File: config.mk
export PLATFORM = sky130hd
export DESIGN_NAME = uart_rx
export DESIGN_NICKNAME = d
export VERILOG_FILES = /design/src/rtl/uart_rx.sv
export SDC_FILE = /design/constraint.sdc
export NUM_CORES = 1
export LEC_CHECK = 0
export ABC_AREA = 1
export CORE_MARGIN = 3
export CORE_UTILIZATION = 50
export CTS_BUF_LIST = sky130_fd_sc_hd__clkbuf_16
export DETAILED_ROUTE_END_ITERATION = 10
export GPL_TIMING_DRIVEN = 0
export PLACE_DENSITY_LB_ADDON = 0.3
export SETUP_SLACK_MARGIN = 0.4
export SLEW_MARGIN = 25
export SYNTH_ARGS = -nofsm -noshare
export SYNTH_HDL_FRONTEND = slang
export SYNTH_SLANG_ARGS = --single-unit
File: constraint.sdc
create_clock -name clk -period 1.7 [get_ports clk]
set_clock_uncertainty 0.05 [all_clocks]
set_input_delay 0.255 -clock clk [delete_from_list [all_inputs] [get_ports clk]]
set_output_delay 0.255 -clock clk [all_outputs]
set_load 0.01 [all_outputs]
File: src/rtl/uart_rx.sv
// rtl/uart_rx.sv - UART receive core: oversampled start detect, centre sampling, parity/stop check
//
// Ports:
//   clk        oversampling clock
//   rst        asynchronous, active-low reset
//   rx_in      serial line, idle high, asynchronous to clk
//   prescale   oversampling ratio (8, 16 or 32; 0 is treated as 8)
//   par_en     1 = parity bit follows the data bits
//   par_typ    0 = even parity, 1 = odd parity
//   p_data     last correctly received word
//   data_valid one-cycle pulse, p_data updated with a good frame
//   par_err    one-cycle pulse, parity mismatch in the frame just ended
//   stp_err    one-cycle pulse, stop bit sampled low
//
// Build option:
//   RX_MAJORITY_VOTE_EN  defined: each bit is the majority of three samples
//                        around the bit centre; undefined: single centre sample.

module uart_rx #(
    parameter int DATA_WIDTH = 8,
    parameter int PRESC_W    = 6
) (
    input  logic                  clk,
    input  logic                  rst,
    input  logic                  rx_in,
    input  logic [PRESC_W-1:0]    prescale,
    input  logic                  par_en,
    input  logic                  par_typ,
    output logic [DATA_WIDTH-1:0] p_data,
    output logic                  data_valid,
    output logic                  par_err,
    output logic                  stp_err
);

    localparam int BC_W = $clog2(DATA_WIDTH) + 1;

    typedef enum logic [2:0] {
        IDLE   = 3'd0,
        START  = 3'd1,
        DATA   = 3'd2,
        PARITY = 3'd3,
        STOP   = 3'd4
    } state_t;

    state_t state;
    state_t state_next;

    logic                  rx_m;
    logic                  rx_s;
    logic [PRESC_W-1:0]    presc_l;
    logic [PRESC_W-1:0]    presc_eff;
    logic [PRESC_W-1:0]    half;
    logic [PRESC_W-1:0]    last;
    logic                  par_en_l;
    logic                  par_typ_l;
    logic [PRESC_W-1:0]    edge_cnt;
    logic [BC_W-1:0]       bit_cnt;
    logic [DATA_WIDTH-1:0] shreg;
    logic                  par_acc;
    logic                  perr;
    logic                  serr;
    logic                  samp_bit;
    logic                  bit_end;
    logic                  frame_done;

    // Two-flop synchronizer; loaded with 1s so reset looks like an idle line.
    always_ff @(posedge clk or negedge rst) begin
        if (!rst) begin
            rx_m <= 1'b1;
            rx_s <= 1'b1;
        end else begin
            rx_m <= rx_in;
            rx_s <= rx_m;
        end
    end

    assign presc_eff  = (prescale == '0) ? PRESC_W'(8) : prescale;
    assign half       = presc_l >> 1;
    assign last       = presc_l - PRESC_W'(1);
    assign bit_end    = (edge_cnt == last);
    assign frame_done = (state == STOP) && bit_end;
    assign serr       = ~samp_bit;

    // The sampled bit is held in samp_bit and consumed at bit_end, so both
    // builds act on the bit at the same edge and frame timing is identical.
`ifdef RX_MAJORITY_VOTE_EN
    logic vote_a;
    logic vote_b;

    always_ff @(posedge clk or negedge rst) begin
        if (!rst) begin
            vote_a   <= 1'b1;
            vote_b   <= 1'b1;
            samp_bit <= 1'b1;
        end else if (state != IDLE) begin
            if (edge_cnt == half - PRESC_W'(1)) begin
                vote_a <= rx_s;
            end
            if (edge_cnt == half) begin
                vote_b <= rx_s;
            end
            if (edge_cnt == half + PRESC_W'(1)) begin
                samp_bit <= (vote_a & vote_b) | (vote_a & rx_s) | (vote_b & rx_s);
            end
        end
    end
`else
    always_ff @(posedge clk or negedge rst) begin
        if (!rst) begin
            samp_bit <= 1'b1;
        end else if ((state != IDLE) && (edge_cnt == half)) begin
            samp_bit <= rx_s;
        end
    end
`endif

    always_ff @(posedge clk or negedge rst) begin
        if (!rst) begin
            state <= IDLE;
        end else begin
            state <= state_next;
        end
    end

    always_comb begin
        state_next = state;
        case (state)
            IDLE: begin
                if (!rx_s) begin
                    state_next = START;
                end
            end
            START: begin
                // A start bit that is high at its centre was a glitch.
                if (bit_end) begin
                    state_next = samp_bit ? IDLE : DATA;
                end
            end
            DATA: begin
                if (bit_end && (bit_cnt == BC_W'(DATA_WIDTH - 1))) begin
                    state_next = par_en_l ? PARITY : STOP;
                end
            end
            PARITY: begin
                if (bit_end) begin
                    state_next = STOP;
                end
            end
            STOP: begin
                if (bit_end) begin
                    state_next = IDLE;
                end
            end
            default: state_next = IDLE;
        endcase
    end

    always_ff @(posedge clk or negedge rst) begin
        if (!rst) begin
            presc_l    <= PRESC_W'(8);
            par_en_l   <= 1'b0;
            par_typ_l  <= 1'b0;
            edge_cnt   <= '0;
            bit_cnt    <= '0;
            shreg      <= '0;
            par_acc    <= 1'b0;
            perr       <= 1'b0;
            p_data     <= '0;
            data_valid <= 1'b0;
            par_err    <= 1'b0;
            stp_err    <= 1'b0;
        end else begin
            data_valid <= 1'b0;
            par_err    <= 1'b0;
            stp_err    <= 1'b0;

            if (state == IDLE) begin
                edge_cnt <= '0;
                // Frame configuration is frozen at the start edge.
                if (!rx_s) begin
                    bit_cnt   <= '0;
                    presc_l   <= presc_eff;
                    par_en_l  <= par_en;
                    par_typ_l <= par_typ;
                    par_acc   <= 1'b0;
                    perr      <= 1'b0;
                end
            end else begin
                edge_cnt <= bit_end ? '0 : edge_cnt + PRESC_W'(1);
            end

            // Right shift: first (LSB) bit ends up at bit 0 after a full word.
            if ((state == DATA) && bit_end) begin
                shreg   <= {samp_bit, shreg[DATA_WIDTH-1:1]};
                par_acc <= par_acc ^ samp_bit;
                bit_cnt <= bit_cnt + BC_W'(1);
            end

            if ((state == PARITY) && bit_end) begin
                perr <= (samp_bit != (par_acc ^ par_typ_l));
            end

            if (frame_done) begin
                if (!perr && !serr) begin
                    p_data     <= shreg;
                    data_valid <= 1'b1;
                end else begin
                    par_err <= perr;
                    stp_err <= serr;
                end
            end
        end
    end

endmodule

==> results.toml <==
[yosys]
synth_warnings = 0
synth.area.top_cells = "dfrtp_1 44%, nand2_1 16%, nand3_1 5.5%"
yosysTopAreaCellShare = 0.437
ys_async_sr_fraction = 1.00
syn_inst = 287
synth_top_flop_cell = "dfrtp_1"
syn_area_per_cell_sq_um = 8.18
synthesis.nets = 301
ys_seq_elements = 45
ys_seq_area_frac = 0.482
synth-edff-count = 0
synth_cell_type_count = 36
synthesis.area_sq_um = 2350
yosysTopAreaCell = "dfrtp_1"

[worst_setup_path]
cpPeakStageDelay_ns = 0.36
cpMaxStageDelayCell = "dfrtp_1"
crit_chain = "inv_2 > ha_4 > inv_2 > nand2_1 > nand2_1 > nor2_2 > nand2_4 > nor2_8 > buf_12 > nand4_4 > buf_6 > nand2_2 > nand2_2"
critPathLaunchType = "register"
cp_top_family = "simple AND/OR/NAND/NOR gates"
crit_type = "register to register"
crit_cells = 13
required_ns = 1.83
cp.arrival_ns = 2.02
critPathBufInv = 4
path_max_fanout = 6
end_kind = "register"
ff2ff_path_depth = 13

[worst_hold_path]
whs_path_depth = 0
min_path_type = "register to register"

[cells_and_area]
finalInstanceArea_sq_um = 3290
fillers = 301
diodes = 0
area.growth.synth_to_final_pct = 40.2
final_common_cell = "nand2_1"
final_cell_mix = "72 x nand2_1, 41 x dfrtp_1, 28 x nand2_2"
fin_cells = 393
drive_above_1_share = 0.370
nets = 354

[timing]
grt_setup_unrepaired = "yes"
fin_worst_hold_slack_ns = 0.309
layout_min_cycle_time_ns = 1.89
hold_violations = 0
setup_viol = 33
min_period_over_period = 1.11
maxSlewHeadroom = 0.594
slew_viol_final = 0
timing.final.ws_setup_ns = -0.190
fmax_mhz = 529
tightest_slew_ns = 0.608

[placement]
place_area_sq_um = 2710
gp_congestion = 0.873
dp.cells = 361
io_buffers = 21
hpwl_mm = 3.38

[global_routing]
grt_pass1_vias = 1939
grt_pass1_wl_mm = 9.26
grt_antenna_before_repair = 0
grt_max_degree = 29
grt_overflow = 0
grtUsageTotal = 0.224

[die]
die-area_sq_um = 5550
core_sq_um = 4440
placementRows = 24
die_h_um = 74.5
die_x_um = 74.5
ios = 22
start_util = 0.528

[clock_tree]
cts-root-buf = "clkbuf_16"
h-tree-depth = 2
numCtsBuffers = 5
clock_path_buffers = 2
clkSlewWorstSetupHoldPaths_ns = 0.06
cts_tree = "done"
insertion_delay_ns = 0.29
cts.sinks = 45

[status]
violations = "negative setup slack"
run_status = "finished with violations"

[power]
vdd_drop_max_uv = 1050
p_leak_nw = 1.71
p_per_area_nw_per_um2 = 1500

[drt]
finalWirelength_mm = 5.78
drtIter0Drc = 104
routedWlPerCell_um = 14.7
drc_errors = 0
dr.pass1.iters = 4
dr_total_vias = 2069
via_per_inst = 5.26
ant_nets = 0

[job]
drv_cap = 0
-- flip-flops by register name (all words and copies together) (netlist names), 3 cells and up --
signal and cells:
bit_cnt 4, edge_cnt 6, p_data 8, presc_l 6, shreg 8, state 3
-- logic make-up after synthesis --
group                      count (synthesis)  synth area share
AOI/OAI and AO/OA                         22            0.0570
xor gates and xnor gates                   8            0.0299
adders and majority gates                  3            0.0160
buffers and inverters                     42            0.0736
DFF                                       45             0.482
and+or+nand+nor                          167             0.342
-- cells in the mapped netlist, drive strengths merged (2+ instances only) --
library cell  instances
nand4                 6
inv                  36
nand2               107
a21oi                 2
nand3                29
xnor2                 3
dfrtp                41
buf                   4
dfstp                 4
nor2                 23
ha                    3
xor2                  5
o21ai                13
o22ai                 2
-- power by group --
group,internal (mW),switching [mW]
Combinational,1.03,1.38
Clock,0.547,0.421
Sequential,1.29,0.279
-- layer usage --
metal  wire (um)  track usage
met1        2570        0.303
met2        2820        0.357
met3         215       0.0486
met4         178       0.0771
met5           0            0
-- path summary, 6_finish.rpt --
check | startpoint | endpoint | slack (ns)
max | presc_l[0] | shreg[5] | -0.19
max reg2reg | presc_l[0] | shreg[5] | -0.19
max in group asynchronous | rst | samp_bit | 0.65
min in group asynchronous | rst | presc_l[0] | 0.39
min reg2reg | rx_m | rx_s | 0.31
min | rx_m | rx_s | 0.31
-- layout make-up --
class / instances / area, sq um / share of cell area
Multi-Input combinational cell: 201 / 1280 / 0.388
Clock buffer: 5 / 125 / 0.0380
Tap cell: 52 / 65.1 / 0.0198
Timing Repair Buffer: 45 / 465 / 0.141
Sequential cell: 45 / 1130 / 0.344
Inverter: 37 / 144 / 0.0437
Clock inverter: 3 / 21.3 / 0.00646
Buffer: 5 / 62.6 / 0.0190
-- repair_timing --
action | in CTS | in global routing
resized for setup | 48 | 42
gates cloned | 5 | 0
hold buffers | 1 | 0
pin swaps | 15 | 12
buffers inserted | 16 | 2
setup endpoints to repair | 54 | 44
endpoints found under the hold margin | 14 | 0
-- per-stage QoR --
| stage | power, mW | setup WS [ns] | TNS (ns) | util |
|---|---|---|---|---|
| after detailed placement | 3.25 | -0.322 | -7.55 | 0.610 |
| after CTS | 4.65 | -0.199 | -5.02 | 0.705 |
| after global placement | 3.19 | -0.881 | -44.07 | 0.606 |
| after global routing | 5.27 | -0.295 | -8.23 | 0.741 |
| after floorplan | 2.89 | -0.0935 | -1.56 | - |
| final | 4.95 | -0.190 | -4.29 | 0.741 |
Power figures use the tool's default switching activity.
==> RTL change 1: new RTL, same settings <==
Change the parameter `PRESC_W` from 6 to 3.
--- a/src/rtl/uart_rx.sv
+++ b/src/rtl/uart_rx.sv
@@ -19,5 +19,5 @@
 module uart_rx #(
     parameter int DATA_WIDTH = 8,
-    parameter int PRESC_W    = 6
+    parameter int PRESC_W    = 3
 ) (
     input  logic                  clk,
Interface: changed (resized prescale); port bits go from 22 to 19. No check against the original RTL was run, so the function may have changed too.
==> RTL change 1 against the original RTL <==
  * The run still ends with negative setup slack left
  * Cell area is 19% lower
  * Setup slack better by 0.15 ns
  * Synthesized cell count is 30% lower
  * Highest routed layer unchanged
  * Total power is 3.5% lower
  * Synthesized area is 23% lower
  * Worst hold slack worse by 0.0051 ns
  * Largest power group unchanged
  * Wire length is 17% lower
  * Sequential cell count is 6 lower
==> RTL change 1: results (changes against the original RTL) <==
[outcome]
status = complete, but fails checks
violations = negative setup slack

[synth]
synth_mux_area_frac = 0.0124  ; +0.0124
synthTopCellsByArea = dfrtp_1 50%, nand2_1 13%, nand3_1 6.3%
synth-compound-area-share = 0.0400  ; -0.0170
ys_types = 25  ; -31%
synthAdderAreaFrac = 0.0207  ; +0.00471
synthFlopType = dfrtp_1
syn_area_per_cell_sq_um = 8.98  ; +9.7%
yosys.area_share.xor_xnor = 0.0386  ; +0.00880
synthTopCellsByCount = 61 x nand2_1, 36 x dfrtp_1, 23 x inv_1, 23 x nand3_1, 15 x nor2_1
synth_fp_nets = 213  ; -29%
yosysSeqAreaShare = 0.540  ; +0.0585

[final_layout]
nNetsFinal = 263  ; -26%
largestRegisters = p_data x8, shreg x8, bit_cnt x4
nFillCells = 200  ; -34%
drive_above_1_share = 0.407  ; +0.0376

[timing]
setup_tns_ns = -0.124  ; +4.17 ns
worst_slack_ns = -0.0416  ; +0.149 ns
setup_viol = 5  ; -85%
worst_slew_pin_slew_ns = 0.397  ; -0.211 ns

[setup_path]
cp_max_fo = 7  ; +1
crit_path_max_incr_delay_ns = 0.39  ; +0.03 ns
worstPathArrival_ns = 1.92  ; -0.10 ns

[power_and_ir_drop]
ir_drop_uv = 1010  ; -3.9%
power.leakage_nw = 1.45  ; -15%

[placement]
dpl.hpwl_microns = 2240  ; -34%
gp_congestion = 0.789  ; -9.7%
portBuffers = 18  ; -14%
place_inst = 267  ; -26%

[cts]
cts_resized = 40  ; -17%
post-cts-setup-buffers = 14  ; -2

[global_routing]
grt_max_degree = 31  ; +6.9%
grt_pass1_wl_microns = 7180  ; -22%
grt_pass1_vias = 1500  ; -23%
grt_usage = 0.219  ; -0.00518

[route]
via_per_inst = 5.25  ; -0.33%
antenna_left = 0  ; unchanged
drt_iter0_drc = 175  ; +68%
wl_per_cell_microns = 16.0  ; +8.5%
via_count = 1569  ; -24%

-- RTL change 1: layout make-up --
cell class                 instances  share of cell area
inverter                          25              0.0380
buffer                             3              0.0155
multi-input combinational        136               0.353
sequential                        39               0.368
timing repair buffer              42               0.153
tap                               46              0.0216
clock buffer                       5              0.0469
clock inverter                     3             0.00469
-- RTL change 1: worst register-to-register path: stages (launching register included) --
cell and delay, ns:
dfrtp_1 0.39, inv_2 0.09, ha_4 0.22, xnor2_4 0.13, nor2_4 0.10, nand2_4 0.11
nor2_8 0.23, buf_6 0.17, nand3_1 0.11, nand2_1 0.08
-- RTL change 1: final timing paths --
| kind | from | endpoint | slack (ns) | cells after the start |
|---|---|---|---|---|
| worst max-delay path | presc_l[0] | p_data[3] | -0.04 | 9 |
| worst min-delay path | rx_m | rx_s | 0.30 | 0 |
| worst max register to register | presc_l[0] | p_data[3] | -0.04 | 9 |
| worst min register to register | rx_m | rx_s | 0.30 | 0 |
| max in group asynchronous | rst | samp_bit | 0.79 | 3 |
| min in group asynchronous | rst | bit_cnt[1] | 0.32 | 2 |
-- RTL change 1: per-layer routing --
| metal | vias up | routed length (microns) | global-route usage |
|---|---|---|---|
| met3 | 8 | 239 | 0.0714 |
| li1 | 735 | - | - |
| met1 | 773 | 1950 | 0.272 |
| met2 | 53 | 2530 | 0.363 |
| met4 | 0 | 57 | 0.0584 |
| met5 | - | 0 | 0 |
-- RTL change 1: metrics by stage --
step	area, sq um	worst slack [ns]
after floorplan	1840	0.109
after global placement	2080	-0.574
after detailed placement	2090	-0.0207
after CTS	2470	0.0367
after global routing	2670	-0.142
final	2670	-0.0416
-- RTL change 1: power breakdown --
part	leakage [nW]	switching, mW	internal, mW
Sequential	0.503	0.308	1.19
Combinational	0.873	1.29	1.10
Clock	0.0724	0.352	0.530
==> RTL change 2: new RTL, config.mk and constraints unchanged <==
Made on the original files. Put one more register stage on the output `par_err`. The value now appears one clock later. The other outputs are not delayed to match. Comments in the files are not updated.
--- a/src/rtl/uart_rx.sv
+++ b/src/rtl/uart_rx.sv
@@ -43,4 +43,6 @@
     } state_t;
 
+    logic par_err_s0;
+
     state_t state;
     state_t state_next;
@@ -168,9 +170,9 @@
             p_data     <= '0;
             data_valid <= 1'b0;
-            par_err    <= 1'b0;
+            par_err_s0 <= 1'b0;
             stp_err    <= 1'b0;
         end else begin
             data_valid <= 1'b0;
-            par_err    <= 1'b0;
+            par_err_s0 <= 1'b0;
             stp_err    <= 1'b0;
 
@@ -206,5 +208,5 @@
                     data_valid <= 1'b1;
                 end else begin
-                    par_err <= perr;
+                    par_err_s0 <= perr;
                     stp_err <= serr;
                 end
@@ -213,4 +215,8 @@
     end
 
+    always_ff @(posedge clk) begin
+        par_err <= par_err_s0;
+    end
+
 endmodule
 
Formal check against the unedited RTL: no difference found for any inputs over 10 cycles, from zero or initial values and one cycle with rst low; that may be too few to reach the edited logic, so the function may still have changed.
==> RTL change 2 against the original RTL <==
  * The run still ends with negative setup slack left
  * Synthesized area grew 0.85%
  * First-iteration DRC count up 24%
  * Largest cell class unchanged
  * Setup slack got worse by 0.044 ns
  * Sequential cell count rose by 1
  * Final cell count rose by 0.25%
  * Critical endpoint is now shreg[4]
  * Total power increased by 1.5%
  * Wire length rose by 5.1%
  * Sequential share of layout area down 0.40 points
  * Cell area up 3.0%
==> RTL change 2: results (changes against the original RTL) <==
[final_layout]
clock_cell_area_share = 0.0421  ; -0.00239
multi_input_area_share = 0.391  ; +0.00322
nonClockBufferCount = 50  ; unchanged
drive_above_1_share = 0.386  ; +0.0165
sh_seq_area = 0.340  ; -0.00399
nNetsFinal = 355  ; +0.28%
n_all_inverters = 37  ; unchanged
nFillCells = 267  ; -11%
multi_input_cells = 201  ; unchanged
nFlopsAndLatches = 46  ; +2.2%
buf_share = 0.165  ; +0.00424

[setup_path]
cp_max_fo = 8  ; +2
crit_end = shreg[4]
crit_family = simple AND/OR/NAND/NOR gates
worstPathArrival_ns = 2.06  ; +0.04 ns
r2r_end = shreg[4]
cp_common_cell = nand2_2
r2r_setup_slack_ns = -0.23  ; -0.04 ns

[synth]
synth-compound-area-share = 0.0566  ; -0.000482
synthAdderAreaFrac = 0.0159  ; -0.000135
synth_mux_area_frac = 0  ; unchanged
yosys.area_share.xor_xnor = 0.0296  ; -0.000252
async_flop_share = 0.978  ; -0.0217
synth_fp_nets = 302  ; +0.33%
ys_types = 37  ; +2.8%
yosysSeqAreaShare = 0.486  ; +0.00438
synth_top_area_frac = 0.433  ; -0.00370
synthTopCellsByArea = dfrtp_1 43%, nand2_1 16%, nand3_1 5.5%

[route]
wirelength_microns = 6080  ; +5.1%
via_per_inst = 5.43  ; +3.1%
wl_met1_microns = 2670  ; +3.7%
drt_iter0_drc = 129  ; +24%
wl_met3_microns = 304  ; +41%
route.met2.wl_microns = 2900  ; +3.0%
routed.top_layer = met4

[min_path]
min_path_cells = 0  ; unchanged
min_to = par_err
hold_start = par_err_s0

[power_and_ir_drop]
p_comb_mw = 2.48  ; +2%
p_comb_frac = 0.493  ; +0.005
power.leakage_nw = 1.71  ; +0.14%
p_int_mw = 2.86  ; -0.19%
ir_drop_uv = 1160  ; +10%

[placement]
dpl.hpwl_microns = 3360  ; -0.56%
gp_congestion = 0.907  ; +3.9%

[timing]
worst_slack_ns = -0.234  ; -0.0436 ns
maxSlewHeadroom = 0.392  ; -0.202
setup_viol = 30  ; -9.1%
setup_tns_ns = -5.34  ; -1.04 ns

[outcome]
violations = negative setup slack
status = complete, but fails checks

[global_routing]
grt_pass1_wl_microns = 9070  ; -2.1%
globalRouteMet1Util = 0.319  ; +0.0162
gr-usage-met3 = 0.0427  ; -0.00593
grt_usage = 0.213  ; -0.0103
grt_max_degree = 29  ; unchanged
met2_usage = 0.312  ; -0.0449
grt_pass1_vias = 1910  ; -1.5%

RTL change 2: cell families (layout without fill, tap and decap cells):
family / count (synthesis) / count (layout)
flip-flops: 46 / 46
XOR/XNOR: 8 / 8
adder cells (fa/ha/maj): 3 / 3
buffers and inverters: 42 / 95
AO/OA/AOI/OAI: 22 / 22
AND/OR/NAND/NOR: 167 / 168
RTL change 2: repair_timing:
| item | CTS | global route |
|---|---|---|
| resized for setup | 52 | 45 |
| hold buffers | 1 | 0 |
| cloned | 3 | 2 |
| endpoints found under the setup margin | 54 | 43 |
| hold endpoints to repair | 14 | 0 |
| setup buffers | 17 | 1 |
| pin swaps | 16 | 18 |
RTL change 2: metrics by stage:
stage               instance area [sq um]  utilization  setup WS [ns]  cells  hold slack (ns)
global placement                     2710        0.607         -0.891    361            0.275
finish                               3390        0.758         -0.234    394            0.293
floorplan                            2440            -        -0.0935    288          -0.0906
detailed placement                   2730        0.610         -0.282    362            0.175
CTS                                  3180        0.712         -0.183    391            0.295
global route                         3390        0.758         -0.374    394            0.307
